===== src/rtl/mpc_dense_constraint_gemv_row.sv =====
// Dense constraint GEMV: temp[i] = sat21(floor(sum_j G[i][j]*x[j] / 2^FRAC)), one row-major
// read per cycle, one accumulate per cycle, one row written after its last product.
module mpc_dense_constraint_gemv_row #(
    parameter int ROWS = 6,
    parameter int COLS = 4,
    parameter int FRAC = 14
) (
    input  logic               ap_clk,
    input  logic               ap_rst,
    input  logic               ap_start,
    output logic               ap_done,
    output logic               ap_idle,
    output logic               ap_ready,
    output logic [4:0]         G_V_address0,
    output logic               G_V_ce0,
    input  logic signed [17:0] G_V_q0,
    output logic [1:0]         x_V_address0,
    output logic               x_V_ce0,
    input  logic signed [20:0] x_V_q0,
    output logic [2:0]         temp_V_address0,
    output logic               temp_V_ce0,
    output logic               temp_V_we0,
    output logic signed [20:0] temp_V_d0
);

    typedef enum logic [1:0] {IDLE, RUN, DRAIN, DONE} state_t;

    localparam logic [4:0] LAST_N = 5'(ROWS * COLS - 1);
    localparam logic [1:0] LAST_J = 2'(COLS - 1);
    localparam logic signed [40:0] SAT_MAX = 41'sd1048575;
    localparam logic signed [40:0] SAT_MIN = -41'sd1048576;

    state_t r_state;
    state_t w_next;

    logic [4:0]         r_n;
    logic [1:0]         r_j;
    logic [2:0]         r_i;
    logic               r_drainCnt;
    logic               r_vld;
    logic [1:0]         r_vldJ;
    logic [2:0]         r_vldI;
    logic signed [40:0] r_acc;
    logic               r_we;
    logic [2:0]         r_wrRow;

    logic signed [38:0] w_prod;
    logic signed [40:0] w_prodExt;
    logic signed [40:0] w_shift;

    assign w_prod    = G_V_q0 * x_V_q0;
    assign w_prodExt = {{2{w_prod[38]}}, w_prod};
    assign w_shift   = r_acc >>> FRAC;

    always_comb begin
        w_next   = r_state;
        ap_idle  = 1'b0;
        ap_done  = 1'b0;
        ap_ready = 1'b0;
        G_V_ce0  = 1'b0;
        x_V_ce0  = 1'b0;
        case (r_state)
            IDLE: begin
                ap_idle = 1'b1;
                if (ap_start) w_next = RUN;
            end
            RUN: begin
                G_V_ce0 = 1'b1;
                x_V_ce0 = 1'b1;
                if (r_n == LAST_N) w_next = DRAIN;
            end
            DRAIN: begin
                if (r_drainCnt) w_next = DONE;
            end
            DONE: begin
                ap_done  = 1'b1;
                ap_ready = 1'b1;
                w_next   = IDLE;
            end
            default: w_next = IDLE;
        endcase
    end

    // Row result is read straight off the accumulator while it still holds the finished row.
    always_comb begin
        if (w_shift > SAT_MAX)
            temp_V_d0 = 21'h0FFFFF;
        else if (w_shift < SAT_MIN)
            temp_V_d0 = 21'h100000;
        else
            temp_V_d0 = w_shift[20:0];
    end

    assign G_V_address0    = r_n;
    assign x_V_address0    = r_j;
    assign temp_V_address0 = r_wrRow;
    assign temp_V_ce0      = r_we;
    assign temp_V_we0      = r_we;

    always_ff @(posedge ap_clk) begin
        if (ap_rst) begin
            r_state    <= IDLE;
            r_n        <= '0;
            r_j        <= '0;
            r_i        <= '0;
            r_drainCnt <= 1'b0;
            r_vld      <= 1'b0;
            r_vldJ     <= '0;
            r_vldI     <= '0;
            r_acc      <= '0;
            r_we       <= 1'b0;
            r_wrRow    <= '0;
        end else begin
            r_state <= w_next;
            if (r_state == RUN) begin
                if (r_n == LAST_N) begin
                    r_n <= '0;
                    r_j <= '0;
                    r_i <= '0;
                end else begin
                    r_n <= r_n + 5'd1;
                    if (r_j == LAST_J) begin
                        r_j <= '0;
                        r_i <= r_i + 3'd1;
                    end else begin
                        r_j <= r_j + 2'd1;
                    end
                end
            end
            r_drainCnt <= (r_state == DRAIN) ? ~r_drainCnt : 1'b0;

            // Read data returns one cycle after issue; carry its (i, j) alongside.
            r_vld  <= (r_state == RUN);
            r_vldJ <= r_j;
            r_vldI <= r_i;
            if (r_vld)
                r_acc <= (r_vldJ == 2'd0) ? w_prodExt : r_acc + w_prodExt;
            r_we <= r_vld && (r_vldJ == LAST_J);
            if (r_vld && (r_vldJ == LAST_J))
                r_wrRow <= r_vldI;
        end
    end

endmodule


===== config.mk =====
export PLATFORM = sky130hd
export DESIGN_NAME = mpc_dense_constraint_gemv_row
export DESIGN_NICKNAME = d
export VERILOG_FILES = /design/src/rtl/mpc_dense_constraint_gemv_row.sv
export SDC_FILE = /design/constraint.sdc
export NUM_CORES = 1
export LEC_CHECK = 0
export CORE_ASPECT_RATIO = 0.5
export CORE_MARGIN = 1
export CORE_UTILIZATION = 30
export CTS_CLUSTER_DIAMETER = 60
export CTS_CLUSTER_SIZE = 14
export DETAILED_ROUTE_END_ITERATION = 8
export DONT_BUFFER_PORTS = 1
export PLACE_DENSITY = 0.52
export SYNTH_ARGS = -nofsm -noshare
export SYNTH_HDL_FRONTEND = slang
export SYNTH_SLANG_ARGS = --single-unit
export TNS_END_PERCENT = 10

===== constraint.sdc =====
create_clock -name ap_clk -period 11.9 [get_ports ap_clk]
set_clock_uncertainty 0.2 [all_clocks]
set_input_delay 1.19 -clock ap_clk [delete_from_list [all_inputs] [get_ports ap_clk]]
set_output_delay 1.19 -clock ap_clk [all_outputs]
set_load 0.01 [all_outputs]

After elaboration in Yosys (flattened, before gate mapping):

Index checks and enable logic that the tools add are counted.

* equality and inequality tests: 9
* add/subtract/negate cells: 4
* reductions and logical operators: 7
* mux-type cells: 15
* bitwise operators: 2
* $lt $le $gt $ge: 2
* multipliers: 1

Operators by type and width (count)
* 2-to-1 mux 21 bit: 2
* adder 41 x 39 -> 41 bit: 1
* 2-to-1 mux 41 bit: 1
* multiplier 18 x 21 -> 39 bit: 1
* > comparator 27 x 21 -> 1 bit, second input constant: 1
* < comparator 27 x 21 -> 1 bit, second input constant: 1
* 2-to-1 mux 2 bit: 5
* equality test 2 bit, second input constant: 4
* one-hot mux 2 bit (4 select lines): 1
* 2-to-1 mux 3 bit: 2
* adder 5 x 1 -> 5 bit, second input constant: 1
* equality test 5 bit, second input constant: 1
* 2-to-1 mux 5 bit: 1
* logical NOT 2 bit: 2
* != test 2 bit, second input constant: 2
* adder 3 x 1 -> 3 bit, second input constant: 1
* 2-to-1 mux 1 bit: 3
* AND reduction 3 bit: 1
* adder 2 x 1 -> 2 bit, second input constant: 1
* equality test 2 x 1 -> 1 bit, second input constant: 1
* != test 2 x 1 -> 1 bit, second input constant: 1
* inverter 1 bit: 2
* AND reduction 2 bit: 1
* nonzero test 2 bit: 1
* other kinds (2): 2

* output and inout port bits: 38
* word-level logic and storage cells: 51
* input port bits: 42
* register bits after elaboration: 64

Longest topological paths before layout:

Gate-level depths: netlist of run 1.

* word-level depth: 3
* mapped depth: 34
* gate-level depth less buffers: 33

Worst setup path before layout of run 1:

No wires, ideal clock.

* kind: input-to-reg
* start: in x_V_q0[17]
* end: reg r_acc[36]
* required time: 11.609 ns
* cell stages on the path: 33
* buffers on the path: 2
* data arrival time: 8.595 ns
* setup slack: 3.014 ns
* path through: clkbuf_1 > clkbuf_1 > nand2_1 > fa_1 > inv_1 > fa_1 > inv_1 > fa_1 > fa_1 > inv_1 > fa_1 > inv_1 > fa_1 > inv_1 > ha_1 > and4_1 > and2_1 > o21a_1 > a211oi_1 > o21bai_1 > a31o_2 > a21oi_1 > xnor2_1 > ha_1 > a21oi_1 > o21ai_0 > nand2b_1 > a2111o_1 > a31o_4 > a31oi_4 > xnor2_1 > nand2_1 > a311oi_1

* cells in the longest elaborated chain, start to end: 3

RTL lines
* start: declaration: RTL line 19 `input logic signed [20:0] x_V_q0,`
* multiplier 18 x 21 -> 39 bit (*): RTL line 51 `assign w_prod = G_V_q0 * x_V_q0;`
* adder 41 x 39 -> 41 bit: RTL line 137 `r_acc <= (r_vldJ == 2'd0) ? w_prodExt : r_acc + w_prodExt;`
* 2-to-1 mux 41 bit (*): RTL line 137
* end signal: assignment: RTL line 137
* end: declaration: RTL line 43 `logic signed [40:0] r_acc;`

Every way passes the cells marked *; elsewhere a longest branch is shown, timed or not.
A chain may end at the register's enable or synchronous reset.

Final worst setup path of run 1:

* start: in G_V_q0[17]
* end: reg r_acc[38]

* cells in the longest elaborated chain, start to end: 3

RTL lines
* start: declaration: RTL line 16 `input logic signed [17:0] G_V_q0,`
* multiplier 18 x 21 -> 39 bit (*): RTL line 51
* adder 41 x 39 -> 41 bit: RTL line 137
* 2-to-1 mux 41 bit (*): RTL line 137

Marked as above.

==> impl_metrics.json, run 1 <==
{
  "ff2ff_path_depth": 12,
  "grt_pass1_wl_um": 82200,
  "wl_um": 50100,
  "yosys_warnings": 0,
  "fp.dieW_um": 356,
  "ctsHoldBuffers": 0,
  "cts.repair.resized": 0,
  "dr.first_iter.drc_count": 724,
  "numCtsBuffers": 9,
  "area_growth_pct": 5.34,
  "grt_max_degree": 76,
  "worstPathRequired_ns": 11.96,
  "crit_arrival_ns": 9.36,
  "grt_setup_unrepaired": "false",
  "maxSlewViolCount": 0,
  "layout-drive-gt1-share_pct": 2.01,
  "die_h_um": 179,
  "synthArstFlopShare_pct": 0,
  "synth_area_per_cell_um2": 8.68,
  "synth-main-ff-cell": "dfxtp_1",
  "drc": 0,
  "io_pins": 80,
  "dpl-instance-area_mm2": 0.0195,
  "slew_headroom_pct": 27.3,
  "reg2reg_slack_ns": 8.01,
  "postCtsSetupRepairBufs": 0,
  "worst-setup-path-type": "in2reg",
  "end_kind": "register",
  "fin_crit_ns": 9.30,
  "worstSkewPairLatency_ns": 0.34,
  "wl_per_cell_um": 17.2,
  "hold_end": "temp_V_address0[0]",
  "maxCapViolCount": 0,
  "hold_path_class": "reg2reg",
  "clk_pin_slew_ns": 0.06,
  "worstReg2RegStart": "r_acc[0]",
  "crit_top_cell": "fa_1",
  "hold_viol": 0,
  "start_util_pct": 30.6,
  "grt-ovfl-total": 0,
  "clock-root-buffer": "clkbuf_16",
  "crit_path_max_fanout": 17,
  "h-tree-depth": 3,
  "firstDrtPassIters": 4,
  "syn_area_mm2": 0.0188,
  "ys_seq_area_share_pct": 6.80,
  "r2r_end": "r_acc[38]",
  "worst_pin_slew_ns": 1.09,
  "setup_viol": 0,
  "fp-row-count": 64,
  "syn_inst": 2172,
  "io_buffers": 0,
  "antenna_found_initial": 0,
  "fin_nets": 2658,
  "setup_tns_ns": 0,
  "cp_slowest_stage_delay_ns": 0.56,
  "synth-edff-count": 0,
  "postRouteAntennaNets": 0,
  "core_mm2": 0.0616,
  "yosysUniqueCellTypes": 68,
  "hold_path_depth": 2,
  "vias_per_cell": 4.73,
  "design_area_mm2": 0.0199,
  "critPathLaunchType": "input port",
  "slowest_stage": "fa_1",
  "n_antenna_cell": 0,
  "fin_cells": 2916,
  "status": "complete, no violations",
  "cts.sinks": 64,
  "clock.fmax_ghz": 0.108,
  "gp_congestion": 0.842,
  "cts_tree": "done",
  "track_usage_pct": 16.4,
  "grt_pass1_vias": 14190,
  "dp.cells": 2901,
  "post-route-period-util_pct": 78.2,
  "clockBufferDepth": 2,
  "synth_fp_nets": 2743,
  "hp-start": "r_vldI[0]",
  "post-dp-hpwl_um": 40100,
  "vias": 13784,
  "dieArea_mm2": 0.0639,
  "synth_seq_cells": 64
}
## worst max-delay path by stage
stage	from	end	slack, ns	depth (start not counted)
6_report	G_V_q0[17]	r_acc[38]	2.60	29
5_1_grt	G_V_q0[17]	r_acc[38]	2.12	29
4_1_cts	G_V_q0[17]	r_acc[36]	2.67	29
3_5_place_dp	G_V_q0[17]	r_acc[38]	2.38	29
3_3_place_gp	G_V_q0[17]	r_acc[38]	2.34	29
2_1_floorplan	x_V_q0[17]	r_acc[36]	3.01	33
## final cells by class
type	count	area (um2)
Timing Repair Buffer	2	15.0
Fill cell	6470	41700
Clock buffer	12	256
Clock inverter	3	65.1
Tap cell	825	1030
Multi-Input combinational cell	1577	15600
Sequential cell	64	1280
Inverter	433	1630
## sequential cells by signal (all words and copies together), names as in the netlist
name,flops
G_V_address0,5
r_acc,41
r_drainCnt,1
r_i,3
r_state,2
r_vld,1
r_vldI,3
r_vldJ,2
temp_V_address0,3
temp_V_ce0,1
x_V_address0,2
## cell usage after synthesis (3+ instances only)
cell	number	area (um2)
a311oi_1	17	149
nor2_1	100	375
nor3_1	15	75.1
a31o_2	3	26.3
o221ai_1	4	35.0
inv_1	432	1620
o21bai_1	9	67.6
clkbuf_1	94	353
o2111ai_1	3	26.3
fa_1	378	7570
nand2_1	251	942
nor4_1	3	18.8
o211ai_1	8	60.1
nand3_1	19	95.1
dfxtp_1	64	1280
xnor2_1	54	473
a211oi_1	16	120
buf_4	3	22.5
a2111o_1	3	33.8
xor2_1	21	184
and4_1	3	26.3
a211o_1	5	43.8
o22ai_1	3	18.8
o211a_1	4	40.0
a21oi_1	87	435
nor3b_1	6	45.0
o21a_1	14	105
a221oi_1	3	26.3
o21ai_0	45	225
mux2i_1	6	60.1
and2_1	185	1160
nand2b_1	17	106
ha_1	151	1890
a21o_1	61	458
nand4_1	10	62.6
and3_1	9	56.3
or2_2	5	31.3
a31oi_1	11	68.8
nor2b_1	13	81.3
## placed cells by master, fill, tap and decap left out, drive strengths merged, types with 12 or more instances in the layout
cell    synthesis  routed
and2          185     185
a21oi          88      88
xor2           21      21
o21a           14      14
a21o           63      63
o21ai          46      46
nor2          100     100
nand3          20      20
a311oi         17      17
dfxtp          64      64
a31oi          12      12
a211oi         16      16
xnor2          54      54
inv           432     432
nand2         251     251
nor2b          13      13
nor3           15      15
fa            378     378
ha            151     151
nand2b         17      17
clkbuf         94      12
## metal layers
layer  routed length [um]  GRT usage [%]  up-vias
met4                  524           2.95        0
li1                     -              -     6571
met3                 1720           1.72       31
met2                21800           25.2      209
met1                26000           24.9     6973
met5                    0              0        -
## critical path, delay by kind of cell
family | cells | cell delay (ns)
AOI/OAI and AO/OA | 14 | 3.01
adders and majority gates | 8 | 3.72
and+or+nand+nor | 2 | 0.41
xor gates and xnor gates | 2 | 0.38
buffers and inverters | 3 | 0.63
## per-stage QoR
| stage | setup slack [ns] | hold WS, ns | utilization [%] |
|---|---|---|---|
| 2_1_floorplan | 3.01 | 0.237 | - |
| 3_3_place_gp | 2.34 | 0.242 | 31.7 |
| 3_5_place_dp | 2.38 | 0.255 | 31.7 |
| 4_1_cts | 2.67 | 0.269 | 32.2 |
| 5_1_grt | 2.12 | 0.288 | 32.2 |
| 6_report | 2.60 | 0.262 | 32.2 |
## cell families after synthesis
group	after synthesis	share of synthesized area (%)
AND/OR/NAND/NOR	644	16.7
adder cells (fa/ha/maj)	529	50.2
AO/OA/AOI/OAI	323	11.9
XOR/XNOR	75	3.49
flip-flops	64	6.80
multiplexers	6	0.319
buffers and inverters	531	10.6
Power of run 1 is left out: the tool's default activity adds up to more than one toggle a clock period on the data nets, which glitch-free logic cannot reach.
==> inputs of run 2 (changes only) <==
clock period = 8.7 ns   (was 11.9 ns; I/O delays follow)
==> run 2 against run 1 <==
Effect of this change:
- first-iteration DRC count fell by 1.5%
- non-clock buffer count rose by 95
- worst setup slack got worse by 2.2 ns
- cell count rose by 3.3%
==> impl_metrics.json, run 2 (synthesis results as in run 1) <==
{
  "top_register": "r_acc",
  "track_usage_pct": 16.6,
  "dr.first_iter.drc_count": 713,
  "wl_per_cell_um": 16.7,
  "wl_met3_um": 1760,
  "register_area_mm2": 0.00128,
  "h-tree-depth": 3,
  "critPathLaunchType": "input port",
  "largest_reg_flops": 41,
  "numCtsBuffers": 9,
  "worst_pin_slew_ns": 1.12,
  "grt-ovfl-total": 0,
  "io_buffers": 0,
  "worstReg2RegStart": "r_acc[0]",
  "clock-root-buffer": "clkbuf_16",
  "fin_crit_ns": 8.30,
  "dieArea_mm2": 0.0639,
  "slew_headroom_pct": 25.6,
  "m1WireLength_um": 25500,
  "hold_viol": 0,
  "firstDrtPassIters": 5,
  "start_util_pct": 30.6,
  "grt_pass1_wl_um": 83400,
  "drc": 0,
  "ff2ff_path_depth": 12,
  "fp-row-count": 64,
  "post-route-period-util_pct": 95.3,
  "cts.sinks": 64,
  "mostFrequentLayoutCells": "432 x inv_1, 378 x fa_1, 251 x nand2_1",
  "end_kind": "register",
  "crit_top_cell": "inv_1",
  "reg2reg_slack_ns": 4.88,
  "postLayoutCoreUtil_pct": 33.4,
  "layout-drive-gt1-share_pct": 6.77,
  "hold_end": "temp_V_address0[1]",
  "dr.max_layer_used": "met4",
  "die_h_um": 179,
  "grt_max_degree": 76,
  "clock.fmax_ghz": 0.121,
  "ctsHoldBuffers": 0,
  "n_antenna_cell": 0,
  "worstSkewPairLatency_ns": 0.34,
  "hold_path_depth": 2,
  "grt_pass1_vias": 14709,
  "final_common_cell": "inv_1",
  "multiInputGateArea_mm2": 0.0156,
  "vias_per_cell": 4.72,
  "fp.dieW_um": 356,
  "crit_arrival_ns": 8.34,
  "setup_viol": 0,
  "crit_path_max_fanout": 18,
  "worst-setup-path-type": "in2reg",
  "core_mm2": 0.0616,
  "fillCellCount": 6367,
  "design_area_mm2": 0.0206,
  "maxSlewViolCount": 0,
  "dpl-instance-area_mm2": 0.0202,
  "cp_slowest_stage_delay_ns": 0.60,
  "status": "complete, no violations",
  "antenna_found_initial": 0,
  "clk_pin_slew_ns": 0.07,
  "post-dp-hpwl_um": 40700,
  "fin_nets": 2753,
  "area_growth_pct": 9.20,
  "r2r_end": "r_acc[36]",
  "vias": 14207,
  "wl_um": 50300,
  "hold_path_class": "reg2reg",
  "cts_tree": "done",
  "io_pins": 80,
  "wl_met2_um": 22500,
  "postRouteAntennaNets": 0,
  "clockBufferDepth": 2,
  "maxCapViolCount": 0,
  "gp_congestion": 0.819,
  "slowest_stage": "fa_1",
  "hp-start": "r_vldI[1]",
  "worstPathRequired_ns": 8.74
}
run 2: changes by cell type in the layout (fill, tap and decap cells not counted), moves of 2 or more:
| cell | change |
|---|---|
| clkbuf_8 | -2 |
| clkinv_4 | +2 |
| o21ai_0 | -4 |
| o21ai_1 | +3 |
| buf_4 | +95 |
| clkinvlp_4 | +2 |
run 2: how the worst max path moves through the flow:
stage | start | end | slack (ns) | cells past startpoint
CTS | G_V_q0[3] | r_acc[38] | 0.32 | 31
global placement | G_V_q0[3] | r_acc[38] | -0.02 | 31
finish | x_V_q0[2] | r_acc[37] | 0.40 | 32
detailed placement | G_V_q0[3] | r_acc[38] | -0.002 | 31
floorplan | x_V_q0[17] | r_acc[36] | 0.13 | 33
global route | G_V_q0[9] | r_acc[36] | -0.002 | 31
run 2: final cells by class:
| type | instances | area share [%] |
|---|---|---|
| Tap cell | 825 | 5.02 |
| Sequential cell | 64 | 6.23 |
| Inverter | 433 | 7.90 |
| Timing Repair Buffer | 97 | 3.54 |
| Clock buffer | 9 | 1.09 |
| Clock inverter | 7 | 0.353 |
| Multi-Input combinational cell | 1577 | 75.9 |
run 2: metal layers:
metal	GRT usage (%)	vias to the layer above
li1	-	6762
met1	25.0	7167
met2	26.0	244
met3	1.44	34
met4	2.77	0
met5	0	-
run 2: what timing repair did:
action | 4_1_cts | 5_1_grt
gates resized for setup | 0 | 14
setup endpoints to repair | 0 | 14
setup buffers | 0 | 2
run 2: worst max-delay path, delay by kind of cell:
kind            cells  cell delay [ns]
fa+ha+maj           8             3.34
compound gates     14             2.80
simple gates        3             0.69
buf+inv             6             0.38
xor+xnor            1             0.23
run 2: through the flow:
stage	instances	worst slack (ns)	hold WS (ns)	setup TNS [ns]
2_1_floorplan	2172	0.134	0.237	0
4_1_cts	3010	0.319	0.269	0
5_1_grt	3012	-0.00243	0.300	-0.00243
3_5_place_dp	2994	-0.00206	0.258	-0.00206
6_report	3012	0.405	0.264	0
3_3_place_gp	2994	-0.0217	0.242	-0.0340
Power of run 2 is left out for the same reason.
